**src/rtl/imem_fetch_sequencer.sv**
```systemverilog
// imem_fetch_sequencer: multi-cycle FETCH/DECODE/EXEC/MEM/WB control sequencer for the 8-bit, 4-instruction CPU
module imem_fetch_sequencer #(
    parameter logic [7:0] HALT_ADDR = 8'd255,
    parameter logic [7:0] RESET_PC  = 8'd0
) (
    input  logic       Clk,
    input  logic       Reset_n,
    input  logic       Run,
    input  logic       Step,
    input  logic [7:0] Instruction,
    output logic [7:0] Read_Address,
    output logic [7:0] IR,
    output logic       ALUSrc,
    output logic       MemRead,
    output logic       MemWrite,
    output logic       MemToReg,
    output logic       RegWrite,
    output logic       Busy,
    output logic       Halted,
    output logic [7:0] Retired
);
    typedef enum logic [2:0] {IDLE, FETCH, DECODE, EXEC, MEM, WB, HALT} state_t;
    state_t state, state_n, end_state;
    logic [7:0] pc, pc_n, imm;
    logic [1:0] op;
    logic done;
    assign Read_Address = pc;
    always_comb begin
        op = IR[7:6];
        imm = {{6{IR[1]}}, IR[1:0]};
        pc_n = (state == FETCH) ? pc + 8'd1 : (state == EXEC && op == 2'b11) ? pc + imm : pc;
        done = (state == EXEC && op == 2'b11) || (state == MEM && op == 2'b10) || state == WB;
        end_state = (pc_n == HALT_ADDR) ? HALT : Run ? FETCH : IDLE;
        state_n = state;
        case (state)
            IDLE:    state_n = (pc == HALT_ADDR) ? HALT : (Run || Step) ? FETCH : IDLE;
            FETCH:   state_n = DECODE;
            DECODE:  state_n = EXEC;
            EXEC:    state_n = (op == 2'b11) ? end_state : (op == 2'b00) ? WB : MEM;
            MEM:     state_n = (op == 2'b01) ? WB : end_state;
            WB:      state_n = end_state;
            HALT:    state_n = HALT;
            default: state_n = IDLE;
        endcase
    end
    // strobes are registered from the next state so they line up with the state they belong to
    always_ff @(posedge Clk) begin
        if (!Reset_n) begin
            state    <= IDLE;
            pc       <= RESET_PC;
            IR       <= '0;
            Retired  <= '0;
            ALUSrc   <= 1'b0;
            MemRead  <= 1'b0;
            MemWrite <= 1'b0;
            MemToReg <= 1'b0;
            RegWrite <= 1'b0;
            Busy     <= 1'b0;
            Halted   <= 1'b0;
        end else begin
            state    <= state_n;
            pc       <= pc_n;
            IR       <= (state == FETCH) ? Instruction : IR;
            Retired  <= Retired + {7'd0, done};
            ALUSrc   <= (state_n == EXEC && (op == 2'b01 || op == 2'b10)) || (state_n == MEM && op == 2'b10);
            MemRead  <= state_n == MEM && op == 2'b01;
            MemWrite <= state_n == MEM && op == 2'b10;
            MemToReg <= state_n == WB && op == 2'b01;
            RegWrite <= state_n == WB;
            Busy     <= state_n != IDLE && state_n != HALT;
            Halted   <= state_n == HALT;
        end
    end
endmodule

```
**config.mk**
```make
export PLATFORM = sky130hd
export DESIGN_NAME = imem_fetch_sequencer
export DESIGN_NICKNAME = d
export VERILOG_FILES = /design/src/rtl/imem_fetch_sequencer.sv
export SDC_FILE = /design/constraint.sdc
export NUM_CORES = 1
export LEC_CHECK = 0
export ABC_CLOCK_PERIOD_IN_PS = 7800
export CAP_MARGIN = 5
export CORE_MARGIN = 8
export CORE_UTILIZATION = 45
export DETAILED_ROUTE_END_ITERATION = 12
export DONT_BUFFER_PORTS = 1
export PLACE_DENSITY = 0.57
export SKIP_LAST_GASP = 1
export SLEW_MARGIN = 10
export SYNTH_ARGS = -nofsm -noshare
export SYNTH_HDL_FRONTEND = slang
export SYNTH_SLANG_ARGS = --single-unit
```
**constraint.sdc**
```tcl
create_clock -name Clk -period 7.8 [get_ports Clk]
set_clock_uncertainty 0.2 [all_clocks]
set_input_delay 1.56 -clock Clk [delete_from_list [all_inputs] [get_ports Clk]]
set_output_delay 1.56 -clock Clk [all_outputs]
set_load 0.01 [all_outputs]
```
==> metrics.txt, run 1 <==
Final Util 0.493; FF-to-FF Start IR[1]; CP Class flop to flop; GPL Wtd Cong 0.870; final setup violating endpoints 0; Synth Instances 243; Final Max Slew Viols 0; number of synthesized flops with an enable pin 0; top cells by area, synth dfxtp_1 34%, ha_1 8.6%, nand2_1 4.6%; top-count cell post-synth dfxtp_1; wire per inst 17.4 µm; Hold Violations, Final 0; Core Rows 24; sequential fraction of design power 0.487; Hold Crit Start IR[5]; Diodes inserted 0; area grow syn2layout 5.86%; Setup WS post-layout 4.52 ns; startpoint class of the critical path flop; Setup Total Neg Slack 0 ns; fin crit period 3.28 ns; cell accounting for the most synthesized area dfxtp_1; die area 0.00691 mm²; IO Pins 43; Post-CTS Resized 0; Cell Area, Placed between 0.002 and 0.0025 mm²; number of nets with antenna violations after routing 0; actual slew at the worst max-slew pin 0.759 ns; vias in the first global route 1718; Worst-Skew Late Latency 0.28 ns; mapped cell area 0.00203 mm²; Port Buffer Count 0; Final Cell Area 0.00215 mm²; final critical-path share of the clock period 0.421; CTS Root Cell clkbuf_8; clock share of power 0.301; Max Cap Viol 0; Reg clk slew, reported paths around 0.070 ns; area of the core about 0.0044 mm²; Yosys warning count 0; Crit. End Element flop; Data arrival, critical path 3.26 ns; worst ir drop on vdd 0.144 mV; Combinational Power Share 0.213; Total GRT Usage 0.147; RSZ-0062 raised after global routing false; CTS Buf Count 5; DRC violations left 0; PwrDens slightly above 200 mW/mm²; first-pass GRT wire length 8.47 mm; Placed Instances between 200 and 300; Synth top area share 0.336; fin cells 294; internal power slightly below 0.3 mW; Initial Util 0.466; H-tree levels 2; post-DP HPWL about 3.8 mm; P_leak 0.858 nW; worst hold path class flop to flop; Post-Place Worst Slack roughly 4.5 ns; share of synthesized registers carrying an async set or reset 0; postcts setup bufs 0; Worst Path Required 7.78 ns; Primary FF master, synth dfxtp_1; post-synthesis sequential area ratio 0.336; nets 268; Yosys reg bits 34; die height ~83 µm; Max Root-Sink Buffers 2; DR vias roughly 1700; final wirelength slightly above 5 mm; Psw 0.150 mW; TritonCTS Sinks 34; Vias/cell roughly 5.8; DRT Pass-1 Iters 4; Syn Nets 270; crit path launch IR[1]; initial antenna violation count 0; critical-path maximum fanout 12; Relative slew margins 0.493; outcome finished clean; Post-synth top cells 34 x dfxtp_1, 25 x nand2_1, 25 x nor2_1; Mapped Avg Cell Area around 8.3 µm²; Die Wd 83.1 µm; largest net degree at the start of global routing 23; Cell variety after synth 52; Post-CTS Hold Buffers 0; initial drt markers 117; share of cells above drive strength 1 0.0744; switch share 0.336; GRT overflow 0; CTS tree built; Fmax achieved 305 MHz
[layout make-up]
type                            count  area [µm²]
Fill cell                         428        2210
Multi-Input combinational cell    193        1280
Sequential cell                    34         681
Clock buffer                        6        82.6
Tap cell                           52        65.1
Inverter                            6        22.5
Clock inverter                      2        12.5
Timing Repair Buffer                1        7.51
[power by group through the flow]
stage               clock, mW  sequential [mW]  combinational, mW
detailed placement          0            0.222             0.0932
finish                  0.134            0.217             0.0947
floorplan                   0            0.206             0.0853
global route            0.145            0.221              0.108
CTS                     0.139            0.218             0.0935
global placement            0            0.222             0.0945
[routing by layer]
metal	global-route usage	wire length, µm	vias to the layer above	part of all wire
li1	-	-	864	-
met1	0.185	2350	795	0.46
met2	0.228	2370	41	0.46
met3	0.0547	363	5	0.071
met4	0.0431	35	0	0.0068
met5	0	0	-	0
[worst max-delay path, cell delays in order (launching register included)]
cell and delay [ns]:
dfxtp_1 0.65, ha_1 0.33, a211oi_1 0.37, nor2_1 0.11, xor2_1 0.15, a221oi_1 0.56
nor4_4 0.12, a31o_2 0.28, and3_4 0.19, a31o_1 0.20
[path summary, 6_finish.rpt]
check / end / slack [ns] / cells after the start
setup / recovery: ALUSrc / 4.52 / 9
hold / removal: IR[5] / 0.30 / 2
setup reg to reg: ALUSrc / 4.52 / 9
hold reg to reg: IR[5] / 0.30 / 2
[registers in the layout, summed over array words and instances, names as in the netlist]
register / cells
state: 3
Busy: 1
Halted: 1
MemToReg: 1
IR: 8
MemRead: 1
Retired: 8
ALUSrc: 1
Read_Address: 8
RegWrite: 1
MemWrite: 1
[cell usage in the layout, fill, tap and decap left out, types with 7 or more instances in the layout]
master and count:
ha_1 14, and2_1 7, dfxtp_1 34, nand3_1 10
xor2_1 8, nor2_1 25, nand2_1 25, a21oi_1 18
nor3_1 8, o21ai_0 10, nand2b_1 7, and3_1 7
[kinds of logic after synthesis]
group           after synthesis  synth area share
fa+ha+maj                    15            0.0962
simple gates                111             0.302
flops                        34             0.336
mux                           3            0.0148
buf+inv                      16            0.0352
compound gates               53             0.168
xor+xnor                     11            0.0475
[through the flow]
step	total power [mW]	hold WS, ns
finish	0.446	0.305
global route	0.474	0.344
CTS	0.450	0.313
detailed placement	0.315	0.302
global placement	0.316	0.298
floorplan	0.291	0.281
Power figures use the tool's default switching activity.
==> run 2, diff against run 1 <==
--- a/config.mk
+++ b/config.mk
@@ -5,7 +5,7 @@
 export SDC_FILE = /design/constraint.sdc
 export NUM_CORES = 1
 export LEC_CHECK = 0
-export ABC_CLOCK_PERIOD_IN_PS = 7800
+export ABC_CLOCK_PERIOD_IN_PS = 3400
 export CAP_MARGIN = 5
 export CORE_MARGIN = 8
 export CORE_UTILIZATION = 45
==> constraint.sdc (replaced) <==
create_clock -name Clk -period 3.4 [get_ports Clk]
set_clock_uncertainty 0.2 [all_clocks]
set_input_delay 0.68 -clock Clk [delete_from_list [all_inputs] [get_ports Clk]]
set_output_delay 0.68 -clock Clk [all_outputs]
set_load 0.01 [all_outputs]
==> run 2 against run 1 <==
First-iteration DRC count rose by 17%. Utilization rose by 1.6 points. Non-clock buffer count rose by 8. Sequential power rose by 120%. Highest routed layer unchanged.
==> metrics.txt, run 2 (synthesized netlist as in run 1, its figures left out) <==
clock share of power 0.335 (+0.034); Max Cap Viol 0 (unchanged); Core Rows 24 (unchanged); switch share 0.315 (-0.0216); Diodes inserted 0 (unchanged); number of nets with antenna violations after routing 0 (unchanged); Combinational Power Share 0.223 (+0.010); critical-path maximum fanout 11 (-1); Crit. End Element flop; outcome finished clean; Total GRT Usage 0.148 (+0.000232); commonest non-fill, non-tap cell in the layout dfxtp_1; IO Pins 43 (unchanged); Post-Place Worst Slack 0.289 ns (-4.21 ns); Final Cell Area 0.00222 mm² (+3.3%); wire per inst 17.5 µm (+0.16%); Hold Violations, Final 0 (unchanged); Setup WS post-layout 0.272 ns (-4.25 ns); first-pass GRT wire length 8.51 mm (+0.48%); commonest cells after routing, fill and taps aside 34 x dfxtp_1, 25 x nor2_1, 25 x nand2_1, 18 x a21oi_1, 14 x ha_1; actual slew at the worst max-slew pin 0.695 ns (-0.0647 ns); DRT Pass-1 Iters 5 (+1); Data arrival, critical path 3.11 ns (-0.15 ns); sequential fraction of design power 0.442 (-0.045); final critical-path share of the clock period 0.920 (+0.499); Port Buffer Count 0 (unchanged); DRC violations left 0 (unchanged); Setup Total Neg Slack 0 ns (unchanged); Vias/cell 5.89 (+1.5%); final setup violating endpoints 0 (unchanged); RSZ-0062 raised after global routing false; Worst Path Required 3.38 ns (-4.40 ns); Cell Area, Placed 0.00211 mm² (+2.9%); CP Class flop to flop; fin cells 302 (+2.7%); Relative slew margins 0.536 (+0.0433); GPL Wtd Cong 0.839 (-3.5%); Fmax achieved 320 MHz (+4.9%); post-DP HPWL 3.91 mm (+3.0%); area of the core 0.00435 mm² (unchanged); CTS Buf Count 5 (unchanged); initial antenna violation count 0 (unchanged); Initial Util 0.466 (unchanged); worst hold path class flop to flop; die area 0.00691 mm² (unchanged); Worst-Skew Late Latency 0.29 ns (about the same); initial drt markers 137 (+17%); Final Max Slew Viols 0 (unchanged); die height 83.1 µm (unchanged); H-tree levels 2 (unchanged); Reg clk slew, reported paths 0.06 ns (about the same); Post-CTS Resized 0 (unchanged); postcts setup bufs 0 (unchanged); Placed Instances 294 (+2.8%); GRT overflow 0 (unchanged); PwrDens 490 mW/mm² (+140%); nets 276 (+3.0%); area grow syn2layout 9.38%; DR vias 1778 (+4.3%); Psw 0.342 mW (+130%); share of cells above drive strength 1 0.0960 (+0.0216); startpoint class of the critical path flop; CTS Root Cell clkbuf_8; worst ir drop on vdd 0.269 mV (+86%); CTS tree built; P_leak 0.904 nW (+5.5%); vias in the first global route 1698 (-1.2%); final wirelength 5.27 mm (+2.9%); internal power 0.745 mW (+150%); fin crit period 3.13 ns (-0.155 ns); Post-CTS Hold Buffers 0 (unchanged); TritonCTS Sinks 34 (unchanged); Max Root-Sink Buffers 2 (unchanged); Die Wd 83.1 µm (unchanged); largest net degree at the start of global routing 22 (-4.3%)
==> run 2: power groups by stage <==
stage / clock network (mW) / registers (mW) / logic (mW)
after floorplan: 0 / 0.473 / 0.196
after global placement: 0 / 0.490 / 0.239
after detailed placement: 0 / 0.491 / 0.240
after CTS: 0.374 / 0.482 / 0.241
after global routing: 0.389 / 0.487 / 0.274
final: 0.364 / 0.481 / 0.242
==> run 2: layout make-up <==
class	instances	area (µm²)
Clock buffer	7	76.3
Clock inverter	1	30.0
Fill cell	431	2140
Inverter	6	22.5
Multi-Input combinational cell	193	1280
Sequential cell	34	681
Tap cell	52	65.1
Timing Repair Buffer	9	67.6
==> run 2: routing by layer <==
| layer | global-route usage | part of all wire | vias up | routed length [µm] |
|---|---|---|---|---|
| met5 | 0 | 0 | - | 0 |
| met3 | 0.0547 | 0.083 | 7 | 440 |
| met4 | 0.0527 | 0.0091 | 0 | 48 |
| li1 | - | - | 874 | - |
| met1 | 0.177 | 0.45 | 841 | 2370 |
| met2 | 0.235 | 0.46 | 56 | 2410 |
==> run 2: path summary, 6_finish.rpt <==
kind / from / end / slack (ns) / cells after the start
worst min register to register: IR[4] / IR[4] / 0.31 / 2
worst max register to register: IR[6] / ALUSrc / 0.27 / 10
worst max-delay path: IR[6] / ALUSrc / 0.27 / 10
worst min-delay path: IR[4] / IR[4] / 0.31 / 2
==> run 2: worst max-delay path, stage by stage, from the launching register on <==
cell      delay (ns)
dfxtp_1         0.48
ha_1            0.22
buf_4           0.19
and4b_1         0.44
nand3b_1        0.15
o21ai_0         0.34
nor4_1          0.16
nor3b_4         0.25
a31oi_2         0.18
and3_4          0.21
a31o_1          0.20
==> run 2: metrics by stage <==
step | hold slack [ns] | power (mW) | utilization
finish | 0.308 | 1.09 | 0.509
global route | 0.313 | 1.15 | 0.509
CTS | 0.307 | 1.10 | 0.509
detailed placement | 0.303 | 0.730 | 0.485
global placement | 0.298 | 0.729 | 0.485
floorplan | 0.281 | 0.668 | -
